**config.mk**
```make
export PLATFORM = sky130hd
export DESIGN_NAME = alu_writeback
export DESIGN_NICKNAME = d
export VERILOG_FILES = /design/src/rtl/alu_writeback.sv
export SDC_FILE = /design/constraint.sdc
export NUM_CORES = 1
export LEC_CHECK = 0
export ABC_AREA = 1
export BUFFER_PORTS_ARGS = -buffer_cell sky130_fd_sc_hd__buf_2
export CAP_MARGIN = 0
export CORE_MARGIN = 4
export CORE_UTILIZATION = 40
export DETAILED_ROUTE_END_ITERATION = 10
export GPL_TIMING_DRIVEN = 0
export PLACE_DENSITY_LB_ADDON = 0.1
export SLEW_MARGIN = 20
export SYNTH_ARGS = -nofsm -noshare
export SYNTH_HDL_FRONTEND = slang
export SYNTH_SLANG_ARGS = --single-unit
```
**constraint.sdc**
```tcl
create_clock -name clk -period 4.9 [get_ports clk]
set_input_delay 0.735 -clock clk [delete_from_list [all_inputs] [get_ports clk]]
set_output_delay 0.735 -clock clk [all_outputs]
set_load 0.01 [all_outputs]
```
**src/rtl/alu_writeback.sv**
```systemverilog
// Writeback sequencer: buffers dual-result ALU bundles and drains them
// onto the single register-file write port, one write per cycle.
module alu_writeback #(
  parameter int DEPTH    = 2,
  parameter int REG_BITS = 5
) (
  input  logic                clk,
  input  logic                rst,
  input  logic                in_valid,
  output logic                in_ready,
  input  logic [31:0]         in_Y1,
  input  logic [31:0]         in_Y2,
  input  logic [REG_BITS-1:0] in_rd1,
  input  logic [REG_BITS-1:0] in_rd2,
  input  logic [1:0]          in_we,
  input  logic                wb_stall,
  output logic                rf_we,
  output logic [REG_BITS-1:0] rf_waddr,
  output logic [31:0]         rf_wdata,
  output logic                busy
);
  localparam int PW = $clog2(DEPTH);
  localparam logic [PW:0] FULL = (PW+1)'(DEPTH);

  typedef struct packed {
    logic [31:0]         y1;
    logic [31:0]         y2;
    logic [REG_BITS-1:0] rd1;
    logic [REG_BITS-1:0] rd2;
    logic [1:0]          we;
  } entry_t;

  entry_t              mem_q [DEPTH];
  logic [PW-1:0]       wptr_q, wptr_d, rptr_q, rptr_d;
  logic [PW:0]         cnt_q, cnt_d;
  logic                phase_q, phase_d;
  logic                rf_we_q, rf_we_d;
  logic [REG_BITS-1:0] rf_waddr_q, rf_waddr_d;
  logic [31:0]         rf_wdata_q, rf_wdata_d;

  entry_t head;
  logic   push, issue, sel_y2, last, pop;

  assign in_ready = !rst && (cnt_q < FULL);
  assign rf_we    = rf_we_q;
  assign rf_waddr = rf_waddr_q;
  assign rf_wdata = rf_wdata_q;
  assign busy     = (cnt_q != '0) || rf_we_q;

  always_comb begin
    head   = mem_q[rptr_q];
    // Fully masked bundles finish the handshake but never occupy a slot.
    push   = in_valid && in_ready && (in_we != 2'b00);
    issue  = (cnt_q != '0) && !wb_stall;
    sel_y2 = phase_q || !head.we[0];
    last   = phase_q || (head.we != 2'b11);
    pop    = issue && last;

    wptr_d     = push ? wptr_q + PW'(1) : wptr_q;
    rptr_d     = pop  ? rptr_q + PW'(1) : rptr_q;
    cnt_d      = cnt_q;
    if (push && !pop) cnt_d = cnt_q + (PW+1)'(1);
    if (pop && !push) cnt_d = cnt_q - (PW+1)'(1);
    phase_d    = phase_q;
    rf_we_d    = issue;
    rf_waddr_d = rf_waddr_q;
    rf_wdata_d = rf_wdata_q;
    if (issue) begin
      rf_waddr_d = sel_y2 ? head.rd2 : head.rd1;
      rf_wdata_d = sel_y2 ? head.y2  : head.y1;
      phase_d    = !last;
    end
  end

  always_ff @(posedge clk) begin
    if (rst) begin
      wptr_q     <= '0;
      rptr_q     <= '0;
      cnt_q      <= '0;
      phase_q    <= 1'b0;
      rf_we_q    <= 1'b0;
      rf_waddr_q <= '0;
      rf_wdata_q <= '0;
    end else begin
      wptr_q     <= wptr_d;
      rptr_q     <= rptr_d;
      cnt_q      <= cnt_d;
      phase_q    <= phase_d;
      rf_we_q    <= rf_we_d;
      rf_waddr_q <= rf_waddr_d;
      rf_wdata_q <= rf_wdata_d;
    end
  end

  always_ff @(posedge clk) begin
    if (push) mem_q[wptr_q] <= '{y1: in_Y1, y2: in_Y2, rd1: in_rd1, rd2: in_rd2, we: in_we};
  end
endmodule

```
==> Word-level counts from Yosys, hierarchy flattened <==
Memory sizes are Yosys's and may differ from the RTL's. A register that Yosys moved wholly into a read port is not among the register bits.
Cells that the tools add are included.
{ "word_totals": {"ff_bits": 43, "latchBits": 0, "ramBits": 152, "romBits": 0, "in_bits": 80, "wordCells": 41, "memories": 1} }
{ "mem_list": {"columns": ["name", "depth", "word_bits", "read_ports", "rd_clocked_by_memory_dff", "wr", "line_no", "rtl"], "rows": [
  ["mem_q", 2, 76, 1, 1, 1, "33", "entry_t mem_q [DEPTH];"]
]} }
{ "op_classes": {"addsub": 4, "n_mul": 0, "n_div": 0, "magnitude_cmp": 1, "eq_ne": 1, "n_shift": 0, "n_mux": 8, "bitwise_logic": 0, "n_reduce_logical": 19} }
{ "op_table": {"columns": ["cell", "n"], "rows": [
  ["$mux 32", 1],
  ["$logic_and 1x1->1", 7],
  ["$logic_not 1->1", 6],
  ["$reduce_bool 2->1", 3],
  ["$mux 5", 1],
  ["$mux 1", 4],
  ["$mux 2", 2],
  ["$logic_or 1x1->1", 3],
  ["$add 1x1->1 const B", 2],
  ["$add 2x1->2 const B", 1],
  ["$lt 2x2->1 const B", 1],
  ["$ne 2x2->1 const B", 1],
  ["$sub 2x1->2 const B", 1]
]} }

==> Longest topological paths before layout <==
Gate-level depths: netlist of the first run.
{ "depth": {"depth_word": 7, "mapped_depth": 13, "depth_no_buf": 11} }

==> Worst setup path after synthesis of the first run <==
OpenSTA, ideal clock, no wires.
{ "synth_path": {"path_kind": "in2reg", "from": "in rst", "to": "mem mem_q[0][0] in the netlist's numbering, enable pin", "setup_ns": 0.511, "arrival_ns": 4.474, "required_time_ns": 4.389, "path_slack_ns": -0.085, "stages": 4, "n_path_buf": 1, "path_cell_list": "clkbuf_1 -> nor2_1 -> o211ai_1 -> nor2_1"} }
{ "synth_via": {"elab_chain_len": 6} }
{ "synth_lines": {"columns": ["element", "line_no", "rtl"], "rows": [
  ["start: declaration", "8", "input logic rst,"],
  ["$logic_not 1->1", "44", "assign in_ready = !rst && (cnt_q < FULL);"],
  ["$logic_and 1x1->1", "44", null],
  ["named net in_ready", "10", "output logic in_ready,"],
  ["$logic_and 1x1->1 (2 in a row)", "53", "push = in_valid && in_ready && (in_we != 2'b00);"],
  ["$mux 1", "96", "if (push) mem_q[wptr_q] <= '{y1: in_Y1, y2: in_Y2, rd1: in_rd1, rd2: in_rd2, we: in_we};"],
  ["$mux 1 (not written as such)", "96", null],
  ["end: declaration", "33", null]
]} }
The timed path passes the listed nets, and every way through them passes these cells.

==> Worst setup path after layout of the first run <==
{ "layout_path": {"from": "in rst", "to": "mem mem_q[0][5] in the netlist's numbering, enable pin"} }
{ "layout_via": {"elab_chain_len": 6} }
{ "layout_lines": {"columns": ["element", "line_no"], "rows": [
  ["$logic_not 1->1", "44"],
  ["$logic_and 1x1->1", "44"],
  ["$logic_and 1x1->1 (2 in a row)", "53"],
  ["$mux 1", "96"],
  ["$mux 1 (not written as such)", "96"]
]} }
Every way passes these cells.

==> results.md, run 1 <==
* Outcome: completed
* FFs w/ async S/R, synth at 0
* Hold path start: rf_waddr[2]
* Detailed Routing Iterations Pass 1 at 5
* Nets at 987
* First-pass GRT wire length at 27.9 mm
* IO Port Bufs at 118
* Ratio of cells with drive above 1 in the final layout at 0.207
* All-Layer GR Usage at 0.166
* Post-CTS sizing at 0
* Fmax at 0.425 GHz
* I/O pins at 120
* Die Area at 22200 µm²
* Hold Crit Depth at 2
* H-tree depth at 4
* Area of the multi-input gates at 1770 µm²
* MaxCap Viol Count at 0
* Post-place instance area at 9030 µm²
* Top cell type's share of synthesized area at 0.573
* Syn Nets at 844
* CP Buf/Inv Count at 3
* Register area share after synthesis at 0.684
* Worst Max-Slew Pin Slew at 0.745 ns
* Crit-path slowest cell: nor2_4
* Post-synthesis cell area at 7970 µm²
* Top_reg_cell synth: edfxtp_1
* Setup Buffers After CTS at 0
* Final Routed Wirelength at 17.7 mm
* Hold slack at 0.461 ns
* Post-synth top cells: nand2_1 (159), edfxtp_1 (152), inv_1 (121), nor2_1 (83), nand3_1 (75)
* Sink Count at 196
* Ys Warns at 0
* Period utilisation layout at 0.480
* Worst Path Arrival at 2.49 ns
* Antenna violations before repair at 0
* Seq. cell area at 5450 µm²
* Hold Path End: rf_waddr[2]
* Vias per Instance at 4.52
* R2R Path End: mem_q[0][5]
* Final RePlAce weighted congestion at 0.727
* Critical path cell sequence: clkbuf_1 > nor2_1 > o211ai_1 > nor2_4 > buf_12 > buf_16
* Starting Density at 0.408
* RSZ-0062 raised after global routing: no
* Netlist cell types at 19
* Mapped Cells at 763
* Die Wd at 149 µm
* Top-count cell post-synth: nand2_1
* CORE AREA at 19500 µm²
* Residual DRC at 0
* Final Hold Fails at 0
* Top area cells in the synthesized netlist: edfxtp_1 (57%), dfxtp_1 (11%), nand2_1 (7.5%), inv_1 (5.7%), nand3_1 (4.7%)
* Max clock buf depth at 2
* Skew final at 0.00861 ns
* Reg2reg start: cnt_q[1]
* Via count at 5347
* Antenna cell count at 0
* Final setup viols at 0
* Worst-Skew Late Latency at 0.44 ns
* Reg2reg path depth at 5
* Tmin final at 2.35 ns
* Filler cell count at 1858
* Crit path max fanout at 22
* DR WL/cell at 15.0 µm
* Hold Crit Class: reg2reg
* Avg Inst Size Synth at 10.4 µm²
* CP Capture Type: flop
* Pin count of the biggest net entering global routing at 24
* Static leakage at 0.00417 µW
* Crit-path max cell delay at 0.66 ns
* Slew HR at 0.502
* Critical path class: in2reg
* Area Growth Syn to Fin at 20.8%
* Vias in the first global route at 5171
* Die Ht at 149 µm
* ANT nets after route at 0
* Area leader, netlist: edfxtp_1
* Fin. max-slew vios at 0
* P per Cell Area at 399 nW/µm²
* Worst path required time at 5.04 ns
* Crit path max-delay family: simple AND/OR/NAND/NOR gates
* Worst vdd ir at 0.272 mV
* 1st-iter DRT viols at 257
* Type of origin of the critical path: input port
* Post-route cell area at 9620 µm²
* GR Overflow Total at 0
* Post-layout util at 0.493
* Clk root buf: clkbuf_16
* Clock transition at the registers of the reported paths at 0.07 ns
* Number of flops mapped to enable cells by yosys at 152
* Post-CTS Hold Buffers at 0
* TritonCTS clock tree: built
* Std-Cell Rows at 51
* TritonCTS buffer count at 17
* Post-DP HPWL at 12.1 mm
* Synth Register Bits at 196
* Reg2reg setup slack at 2.71 ns
worst max path at each step:
stage / start / to / slack, ns / cells past startpoint
final: rst / mem_q[0][5] / 2.55 / 6
after global routing: rst / mem_q[0][2] / 2.41 / 6
after CTS: rst / mem_q[0][2] / 2.48 / 6
after detailed placement: rst / mem_q[0][10] / 2.01 / 6
after global placement: rst / mem_q[1][44] / -2.47 / 4
after floorplan: rst / mem_q[0][0] / -0.09 / 4
sequential cells by signal (all words and copies together), names as in the netlist, named ones only:
name and cells:
cnt_q 2, mem_q 152, phase_q 1, rf_waddr 5, rf_wdata 32, rf_we 1
rptr_q 1, wptr_q 1
layout make-up:
cell class,count,share of cell area
flip-flops and latches,196,0.566
multi-input cells,404,0.184
repair buffers,124,0.0747
inverters,122,0.0476
clock buffers,19,0.0450
well taps,265,0.0345
plain buffers,41,0.0323
clock inverters,13,0.0161
cells in the final DEF (no fill, tap or decap), drive strengths merged, types with 3 or more instances in the layout:
master	instances
nor2	83
bufinv	3
dfxtp	44
a21oi	41
nand3	76
edfxtp	152
o21ai	41
buf	156
clkbuf	28
inv	125
clkinv	5
nand2	159
kinds of logic (layout without fill, tap and decap cells):
logic type / Yosys count / count (layout) / share of synthesized area
simple gates: 319 / 319 / 0.164
flops: 196 / 196 / 0.684
buf+inv: 163 / 319 / 0.0964
compound gates: 83 / 83 / 0.0529
fa+ha+maj: 1 / 1 / 0.00157
xor+xnor: 1 / 1 / 0.00110
per-layer routing:
metal	track usage	vias up	share of wire
li1	-	2765	-
met1	0.220	2445	0.46
met2	0.272	112	0.48
met5	0	-	0
met3	0.0343	25	0.045
met4	0.0645	0	0.016
stage by stage:
step                      worst slack, ns  std cells  total power (µW)  TNS [ns]
after global routing                 2.41       1184              4020         0
after detailed placement             2.01       1152              2480         0
after floorplan                   -0.0851        763              2270    -12.93
final                                2.55       1184              3840         0
after CTS                            2.48       1184              3890         0
after global placement              -2.47       1146              2480   -367.04
tightest hold or removal path, delay by kind of cell, from the launching register on:
family	cells	cell delay (ns)
AND/OR/NAND/NOR	1	0.06
AO/OA/AOI/OAI	1	0.05
flip-flops	1	0.31
power breakdown:
part,internal [µW],switching (µW),total [µW]
logic,197,332,528
registers,1880,31.1,1910
clock network,802,599,1400
total,2870,962,3840
Power figures use the tool's default switching activity.
==> run 2, diff against run 1 <==
- clock period: 4.9 -> 2.3 ns (I/O delays scaled with it)
==> run 2 against run 1 <==
Effect of this change:
- die area did not move
- via count fell by 0.15%
- register-to-register slack got worse by 2.6 ns
- clock skew fell by 0.00077 ns
- critical path type is now reg2reg
==> results.md, run 2 (synthesis gave the netlist of run 1 again) <==
* Skew final at 0.00784 ns
* P per Cell Area at 852 nW/µm²
* Reg2reg setup slack at 0.11 ns
* Type of origin of the critical path: flop
* Die Area at 22200 µm²
* Worst path required time at 2.44 ns
* Critical path class: reg2reg
* Pin count of the biggest net entering global routing at 22
* H-tree depth at 4
* R2R Path End: mem_q[0][29]
* Starting Density at 0.408
* Max clock buf depth at 2
* Slew HR at 0.486
* TritonCTS clock tree: built
* IO Port Bufs at 118
* Clk root buf: clkbuf_16
* All-Layer GR Usage at 0.169
* Via count at 5339
* Most common cell after layout, fill and taps aside: nand2_1
* Die Ht at 149 µm
* Setup Buffers After CTS at 0
* Worst Setup EP: mem_q[0][29]
* Worst Path Arrival at 2.32 ns
* Die Wd at 149 µm
* Tmin final at 2.19 ns
* Hold Crit Class: in2reg
* Reg2reg path depth at 5
* Final RePlAce weighted congestion at 0.778
* Filler cell count at 1868
* Final Routed Wirelength at 18.3 mm
* First-pass GRT wire length at 27.9 mm
* Post-place instance area at 9070 µm²
* Area of the multi-input gates at 1780 µm²
* Post-Layout Cell Count at 1184
* Worst Max-Slew Pin Slew at 0.768 ns
* Detailed Routing Iterations Pass 1 at 5
* Fmax at 0.457 GHz
* Inst Count DP at 1152
* Most frequent cells in the layout: nand2_1 (159), edfxtp_1 (152), buf_2 (126)
* CORE AREA at 19500 µm²
* GR Overflow Total at 0
* DR WL/cell at 15.5 µm
* Vias per Instance at 4.51
* Area Growth Syn to Fin at 21.5%
* Nets at 987
* I/O pins at 120
* Static leakage at 0.00419 µW
* Clock transition at the registers of the reported paths at 0.07 ns
* Post-CTS Hold Buffers at 0
* Reg2reg start: cnt_q[1]
* Final setup viols at 0
* Seq. cell area at 5450 µm²
* Antenna violations before repair at 1
* Crit path max fanout at 21
* Post-route cell area at 9680 µm²
* Final setup TNS at 0 ns
* ANT nets after route at 0
* Sink Count at 196
* Outcome: completed
* Post-DP HPWL at 13.0 mm
* Residual DRC at 0
* Worst setup path start: cnt_q[1]
* Std-Cell Rows at 51
* Ratio of cells with drive above 1 in the final layout at 0.209
* Vias in the first global route at 5133
* Hold slack at 0.0995 ns
* Final Hold Fails at 0
* Period utilisation layout at 0.950
* Biggest register: mem_q
* MaxCap Viol Count at 0
* Max reg flops at 152
* Fin. max-slew vios at 0
* Worst-Skew Late Latency at 0.43 ns
* Antenna cell count at 0
* 1st-iter DRT viols at 345
* TritonCTS buffer count at 17
* CP Capture Type: flop
* RSZ-0062 raised after global routing: yes
* Worst vdd ir at 0.539 mV
-- run 2: power breakdown --
| group | total (µW) | leakage, µW | switching [µW] | internal (µW) |
|---|---|---|---|---|
| registers | 4060 | 0.00175 | 62.6 | 4000 |
| logic | 1160 | 0.00216 | 736 | 429 |
| clock network | 3020 | 0.000285 | 1280 | 1740 |
| total | 8250 | 0.00419 | 2080 | 6170 |
-- run 2: what timing repair did --
action	4_1_cts	5_1_grt
endpoints found under the hold margin	0	0
gates resized for setup	0	1
endpoints found under the setup margin	0	19
-- run 2: per-layer routing --
metal | share of wire | vias up | track usage
met1 | 0.46 | 2433 | 0.227
met3 | 0.059 | 20 | 0.0441
met5 | 0.00065 | - | 0
li1 | - | 2758 | -
met4 | 0.015 | 2 | 0.0522
met2 | 0.47 | 126 | 0.272
-- run 2: through the flow --
stage	util	total power [µW]	setup WS [ns]
floorplan	-	4840	-0.183
global placement	0.457	5280	-1.07
detailed placement	0.465	5310	-0.0604
CTS	0.495	8320	0.0666
global route	0.496	8640	-0.00432
finish	0.496	8250	0.114
-- run 2: worst min-delay path by stage --
stage / startpoint / to / slack [ns] / cells past startpoint
after floorplan: in_we[0] / mem_q[0][0] / 0.44 / 0
after global placement: rf_wdata[4] / rf_wdata[4] / 0.45 / 2
after detailed placement: rf_wdata[25] / rf_wdata[25] / 0.45 / 2
after CTS: in_Y1[9] / mem_q[0][53] / 0.08 / 1
after global routing: in_Y1[9] / mem_q[0][53] / 0.08 / 1
final: in_Y2[10] / mem_q[1][22] / 0.1 / 1
-- run 2: layout make-up --
cell class / count / share of cell area
repair buffers: 124 / 0.0765
flip-flops and latches: 196 / 0.563
well taps: 265 / 0.0343
clock buffers: 20 / 0.0462
inverters: 122 / 0.0473
plain buffers: 41 / 0.0331
clock inverters: 12 / 0.0158
multi-input cells: 404 / 0.184
-- run 2: critical path, cell delays in order, from the launching register on --
cell      delay [ns]
dfxtp_1         0.37
nor2_4          0.11
o211ai_1        0.31
nor2_4          0.65
buf_16          0.25
buf_16          0.19
